**src/rtl/song_reader.sv**
```systemverilog
// -----------------------------------------------------------------------------
// song_reader
//   Initiator side of the note-load handshake. Walks one song of a synchronous
//   song ROM slot by slot, hands each note to the note player with a one-cycle
//   load strobe, and waits for the player's note_done before fetching the next
//   slot. A duration code of 0, or running off the last slot, ends the song.
//
// Ports
//   clk              in   system clock
//   reset_n          in   asynchronous active-low reset
//   play             in   level: 1 = run, 0 = pause/stop
//   song             in   requested song number (sampled only in IDLE)
//   note_done        in   pulse from the note player: current note expired
//   rom_addr         out  {song_reg, note_idx}
//   rom_data         in   {note[11:6], duration[5:0]}, one cycle after rom_addr
//   note_to_load     out  note code for the note player
//   duration_to_load out  duration in beats for the note player
//   new_note         out  one-cycle load strobe (note player load_new_note)
//   play_enable      out  high in every state except IDLE
//   song_done        out  one-cycle pulse at end of song
// -----------------------------------------------------------------------------
module song_reader #(
    parameter int SONG_BITS = 2,
    parameter int NOTE_BITS = 5
) (
    input  logic                           clk,
    input  logic                           reset_n,
    input  logic                           play,
    input  logic [SONG_BITS-1:0]           song,
    input  logic                           note_done,
    output logic [SONG_BITS+NOTE_BITS-1:0] rom_addr,
    input  logic [11:0]                    rom_data,
    output logic [5:0]                     note_to_load,
    output logic [5:0]                     duration_to_load,
    output logic                           new_note,
    output logic                           play_enable,
    output logic                           song_done
);

    typedef enum logic [2:0] {
        IDLE,
        FETCH,
        RDATA,
        LOAD,
        WAIT_DONE,
        ADVANCE,
        END
    } state_t;

    localparam logic [NOTE_BITS-1:0] LAST_IDX = '1;

    state_t               state;
    state_t               next_state;
    logic [SONG_BITS-1:0] song_reg;
    logic [NOTE_BITS-1:0] note_idx;

    // Datapath controls decoded by the FSM.
    logic load_song;
    logic clear_idx;
    logic inc_idx;
    logic capture;

    // NOTE: sequential state is written with non-blocking assignments so every
    // register samples the values from before the edge, independent of order.
    always_ff @(posedge clk or negedge reset_n) begin
        if (!reset_n) begin
            state <= IDLE;
        end else begin
            state <= next_state;
        end
    end

    // NOTE: every signal written here gets a default first, so no path through
    // the case statement can leave one unassigned and infer a latch.
    always_comb begin
        next_state = state;
        load_song  = 1'b0;
        clear_idx  = 1'b0;
        inc_idx    = 1'b0;
        capture    = 1'b0;

        // Pause wins over everything else, including a note_done arriving in
        // the same cycle; the index is kept so the interrupted note replays.
        if (!play && state != IDLE && state != END) begin
            next_state = IDLE;
        end else begin
            case (state)
                IDLE: begin
                    // A song change costs one IDLE cycle and restarts at slot 0.
                    if (song != song_reg) begin
                        load_song = 1'b1;
                        clear_idx = 1'b1;
                    end else if (play) begin
                        next_state = FETCH;
                    end
                end
                FETCH: begin
                    // rom_addr is stable; the ROM registers it on this edge.
                    next_state = RDATA;
                end
                RDATA: begin
                    // The end marker is still captured so the outputs show it.
                    capture    = 1'b1;
                    next_state = (rom_data[5:0] == '0) ? END : LOAD;
                end
                LOAD: begin
                    next_state = WAIT_DONE;
                end
                WAIT_DONE: begin
                    if (note_done) begin
                        next_state = ADVANCE;
                    end
                end
                ADVANCE: begin
                    // Index never wraps by overflow; only END clears it.
                    if (note_idx == LAST_IDX) begin
                        next_state = END;
                    end else begin
                        inc_idx    = 1'b1;
                        next_state = FETCH;
                    end
                end
                END: begin
                    clear_idx  = 1'b1;
                    next_state = IDLE;
                end
                default: begin
                    next_state = IDLE;
                end
            endcase
        end
    end

    always_ff @(posedge clk or negedge reset_n) begin
        if (!reset_n) begin
            song_reg         <= '0;
            note_idx         <= '0;
            note_to_load     <= '0;
            duration_to_load <= '0;
        end else begin
            if (load_song) begin
                song_reg <= song;
            end
            if (clear_idx) begin
                note_idx <= '0;
            end else if (inc_idx) begin
                note_idx <= note_idx + 1'b1;
            end
            if (capture) begin
                note_to_load     <= rom_data[11:6];
                duration_to_load <= rom_data[5:0];
            end
        end
    end

    // Status outputs decode straight from state, so asserting reset_n clears
    // them immediately rather than at the next edge.
    assign rom_addr    = {song_reg, note_idx};
    assign new_note    = (state == LOAD);
    assign play_enable = (state != IDLE);
    assign song_done   = (state == END);

endmodule

```
**config.mk**
```make
export PLATFORM = sky130hd
export DESIGN_NAME = song_reader
export DESIGN_NICKNAME = d
export VERILOG_FILES = /design/src/rtl/song_reader.sv
export SDC_FILE = /design/constraint.sdc
export NUM_CORES = 1
export LEC_CHECK = 0
export BUFFER_PORTS_ARGS = -buffer_cell sky130_fd_sc_hd__buf_2
export CAP_MARGIN = 20
export CORE_MARGIN = 8
export CORE_UTILIZATION = 47
export DETAILED_ROUTE_END_ITERATION = 10
export PLACE_DENSITY_LB_ADDON = 0.05
export SKIP_CTS_REPAIR_TIMING = 1
export SKIP_LAST_GASP = 1
export SYNTH_ARGS = -nofsm -noshare
export SYNTH_HDL_FRONTEND = slang
export SYNTH_SLANG_ARGS = --single-unit
```
**constraint.sdc**
```tcl
create_clock -name clk -period 1.9 [get_ports clk]
set_clock_uncertainty 0.1 [all_clocks]
set_input_delay 0.57 -clock clk [delete_from_list [all_inputs] [get_ports clk]]
set_output_delay 0.57 -clock clk [all_outputs]
set_load 0.005 [all_outputs]
```
**Word-level counts from Yosys, hierarchy flattened**

Cells that the tools add are included.

- Memories: 0
- Bits in read-only memories: 0
- Latch bits: 0
- Memory bits (writable): 0
- Register bits: 22

- Shifts and indexed selects: 0
- Bitwise operators: 0
- Add/subtract/negate cells: 1
- Equality and inequality tests: 12
- Reduce and logical (&&, ||, !) cells: 8
- $lt $le $gt $ge: 0
- Divide/modulo/power cells: 0
- Multiplexer cells: 19
- Multiply operators: 0

Operators by type and width:

| cell | count |
|---|---|
| $mux 3 | 6 |
| $pmux 3 s6 | 1 |
| $ne 3x3->1 const B | 4 |
| $mux 5 | 2 |
| $eq 3x3->1 const B | 3 |
| $mux 1 | 9 |
| $eq 3x2->1 const B | 2 |
| $logic_not 6->1 | 1 |
| $add 5x1->5 const B | 1 |
| $eq 5x5->1 const B | 1 |
| $eq 3x1->1 const B | 1 |
| $logic_not 3->1 | 1 |
| $reduce_and 3->1 | 1 |
| $reduce_bool 3->1 | 1 |
| $logic_and 1x1->1 | 2 |
| $ne 2x2->1 | 1 |
| $pmux 1 s2 | 1 |
| $reduce_bool 2->1 | 1 |
| $logic_not 1->1 | 1 |

**Depth between registers and ports, before layout**

- Depth in word-level cells: 6
- Gate-level depth with buffers: 7

**Worst setup path after synthesis**

OpenSTA, ideal clock, no wires.

- Kind: flip-flop to flip-flop
- Start point: register note_idx[0]
- End point: register note_idx[0]
- Arrival: 1.577 ns
- Period minus slack after synthesis: 1.803 ns
- Path slack: 0.097 ns
- Path buffers: 0
- Data required time: 1.674 ns
- Cell stages (with the launch flop): 8
- Cells stage by stage: dfrtp_1 -> ha_1 -> and3_1 -> ha_1 -> and4bb_1 -> nand2_1 -> xor2_1 -> nor2_1

- Word-level cells in the longest chain between the ends: 5
- Elaborated cells between the ends (all ways): 8
- Classes of those cells: add/sub: 1; eq/ne: 1; mux: 5; reduce/logical: 1

Ends and longest elaborated chain:

| what | RTL line | source |
|---|---|---|
| from (decl) | 55 | `logic [NOTE_BITS-1:0] note_idx;` |
| from (signal assigned) | 147 | `note_idx <= note_idx + 1'b1;` |
| branches (longest 5 deep; another with $add 5x1->5) | -- |  |

Several ways; the timed one is not identified. The select of a mux whose other input is x is not followed.
A chain may end at the register's enable or synchronous reset.

**Worst setup path after layout**

- Start point: register note_idx[1]
- End point: register state[0]

- Word-level cells in the longest chain between the ends: 4

Ends and longest elaborated chain:

| what | RTL line | source |
|---|---|---|
| $eq 5x5->1 | 116 | `if (note_idx == LAST_IDX) begin` |
| $mux 3 | 116 |  |
| $pmux 3 s6 | 87 | `case (state)` |
| $mux 3 | 84 | `if (!play && state != IDLE && state != END) begin` |
| to (signal assigned) | 69 | `state <= next_state;` |
| to (decl) | 52 | `state_t state;` |

No other way between the ends.

==> reports/qor.csv <==
stage,metric,value,unit
finish,Sequential Area,553,µm²
routing,drt pass-1 iters,4,
grt,initial antenna violation count,0,
cts,CTS Sinks,22,
die,Die Wd,63.3,µm
run_status,outcome,finished clean,
logic_synthesis,most frequent cell after synthesis,dfrtp_1,
logic_synthesis,syn nets,113,
logic_synthesis,Syn Inst Count,93,
cts,CTS Buf Count,3,
sta,Final period util,0.987,
critical_path,CP Capture Type,register,
logic_synthesis,Netlist cell types,25,
sta,RSZ-0062 raised after global routing,yes,
finish,fin util,0.672,
sta,Slew @ Worst Pin,0.502,ns
power_and_ir_drop,final total power,1.84,mW
power_and_ir_drop,Lkg Pwr,0.734,nW
routing,DRT antenna net count,0,
cts,CTS tree,done,
placed_design,Placer Congestion,0.857,
sta,Achievable Freq,533,MHz
finish,Multi-input gate area,513,µm²
critical_path,FF-to-FF setup slack,0.03,ns
die,cell row count,17,
critical_path,startpoint types,register,
placed_design,PortBufs,39,
critical_path,Reg2Reg Depth,7,
critical_path,Crit Path Class,register to register,
routing,Via Count,890,
critical_path,critical path's top delay family,compound AO/OA/AOI/OAI gates,
routing,WL final,2580,µm
routing,wl on met1,1050,µm
finish,fillers,202,
finish,"Design Area, Final",0.00146,mm²
logic_synthesis,Yosys reg bits,22,
die,Initial Util,0.485,
grt,first-pass GRT wire length,3900,µm
logic_synthesis,post-synthesis sequential area ratio,0.523,
cts,CTS root buf,clkbuf_4,
grt,largest net degree at the start of global routing,23,
finish,fraction of layout cells with a size suffix above 1,0.500,
grt,vias in the first global route,912,
logic_synthesis,"FFs w/ async S/R, synth",1.00,
routing,via/cell ratio,5.11,
logic_synthesis,Post-synth top cells,"dfrtp_1 (22), mux2_1 (12), nor2_1 (12)",
critical_path,WP data arrival,2.02,ns
routing,DRC Markers,0,
logic_synthesis,dominant cell type by area after synthesis,dfrtp_1,
finish,# diodes,0,
sta,Max-slew headroom,0.666,
grt,GRT Util Overall,0.117,
sta,worst hold margin,0.119,ns
logic_synthesis,syn avg cell area,11.3,µm²
finish,biggest regs,"duration_to_load (6), note_to_load (6), note_idx (5)",
placed_design,cell area after placement,0.00130,mm²
logic_synthesis,YS warnings,0,
routing,initial DRC count,39,
cts,H-tree Lvls,1,
cts,later-pin clock latency in the skew report,0.30,ns
critical_path,crit path max fanout,4,
die,die area,0.00401,mm²
sta,final setup fails,0,
job,# Max-Cap Violations,0,
critical_path,FF-to-FF Start,note_idx[1],
finish,Final nets,167,
sta,setup ws final,0.0255,ns
sta,Final Slew Violations,0,
routing,top routing layer used,met4,
logic_synthesis,share of the synthesized area in the top cell type,0.523,
sta,Tmin final,1.87,ns
critical_path,CP peak stage delay,0.43,ns
logic_synthesis,post-synthesis cell area,0.00105,mm²
grt,grt ovf,0,
cts,Max Root-Sink Buffers,2,
min_path,Hold Path Class,input port to asynchronous set/reset pin,
die,I/O pin count,40,
die,die height,63.3,µm
cts,clock slew at reported path FFs,0.12,ns
logic_synthesis,number of synthesized flops with an enable pin,0,
placed_design,dpl cells,160,
critical_path,CP Cell Sequence,ha_2 > and3_4 > ha_4 > nand2b_1 > a221oi_2 > o22ai_1 > nor2_1,
critical_path,worst path bufs/invs,0,
critical_path,R2R Path End,state[0],
logic_synthesis,top post-synthesis cells by area,"dfrtp_1 (52%), mux2_1 (13%), nor2_1 (4.3%), xor2_1 (4.2%), nand2_1 (3.6%)",
critical_path,"slowest stage cell, crit path",dfrtp_1,
power_and_ir_drop,pwr/cell area,1260,mW/mm²
logic_synthesis,ys flop type,dfrtp_1,
routing,DR WL/cell,14.8,µm
finish,area added between synthesis and finish,38.5,%
sta,"Hold Vio Cnt, Final",0,
placed_design,Place WS,0.00698,ns
sta,setup TNS,0,ns
finish,Final Non-Filler Cells,174,
routing,routed length on met2,1370,µm
die,core area,0.00217,mm²
routing,met3 WL post-DR,104,µm
placed_design,dpl hpwl,1820,µm
power_and_ir_drop,maximum vdd ir drop,736,µV
critical_path,WP data required,2.04,ns
-- layout by cell type, fill, tap and decap left out, drive strengths merged --
cell type  count
buf           52
dfrtp         22
nor2          12
mux2          12
nand2         10
xor2           5
a21oi          4
nand3          4
clkbuf         4
inv            3
nand2b         3
nor3           2
and3           2
o22ai          2
ha             2
o21ai          1
nor4           1
o22a           1
and4bb         1
a211o          1
a221oi         1
a2bb2oi        1
-- cell families after synthesis --
family	share of synthesized area
compound gates	0.0749
xor+xnor	0.0416
fa+ha+maj	0.0238
buf+inv	0.0309
flops	0.523
mux	0.128
simple gates	0.177
-- routing by layer --
layer / vias to the layer above / track usage
li1: 426 / -
met1: 435 / 0.125
met2: 23 / 0.209
met3: 6 / 0.0389
met4: 0 / 0.0390
met5: - / 0
-- final cells by class --
| class | count | share of cell area |
|---|---|---|
| inverter | 3 | 0.00773 |
| clock buffer | 4 | 0.0249 |
| tap | 28 | 0.0240 |
| sequential | 22 | 0.379 |
| multi-input combinational | 65 | 0.352 |
| timing repair buffer | 52 | 0.212 |
-- where the power goes --
| group | leakage (nW) | internal (mW) | switching (mW) | total [mW] |
|---|---|---|---|---|
| Clock | 0.0210 | 0.117 | 0.135 | 0.252 |
| Combinational | 0.438 | 0.442 | 0.405 | 0.847 |
| Sequential | 0.275 | 0.641 | 0.103 | 0.744 |
| Total | 0.734 | 1.20 | 0.643 | 1.84 |
-- how the worst max path moves through the flow --
| stage | to | slack (ns) | cells after the start | startpoint |
|---|---|---|---|---|
| floorplan | note_idx[0] | 0.1 | 7 | note_idx[0] |
| CTS | play_enable | -0.12 | 3 | state[1] |
| global placement | note_idx[2] | 0.07 | 7 | note_idx[1] |
| detailed placement | state[0] | 0.007 | 7 | note_idx[1] |
| global route | state[0] | -0.07 | 7 | note_idx[1] |
| finish | state[0] | 0.03 | 7 | note_idx[1] |
No activity file was read; power rests on OpenSTA's default activity.
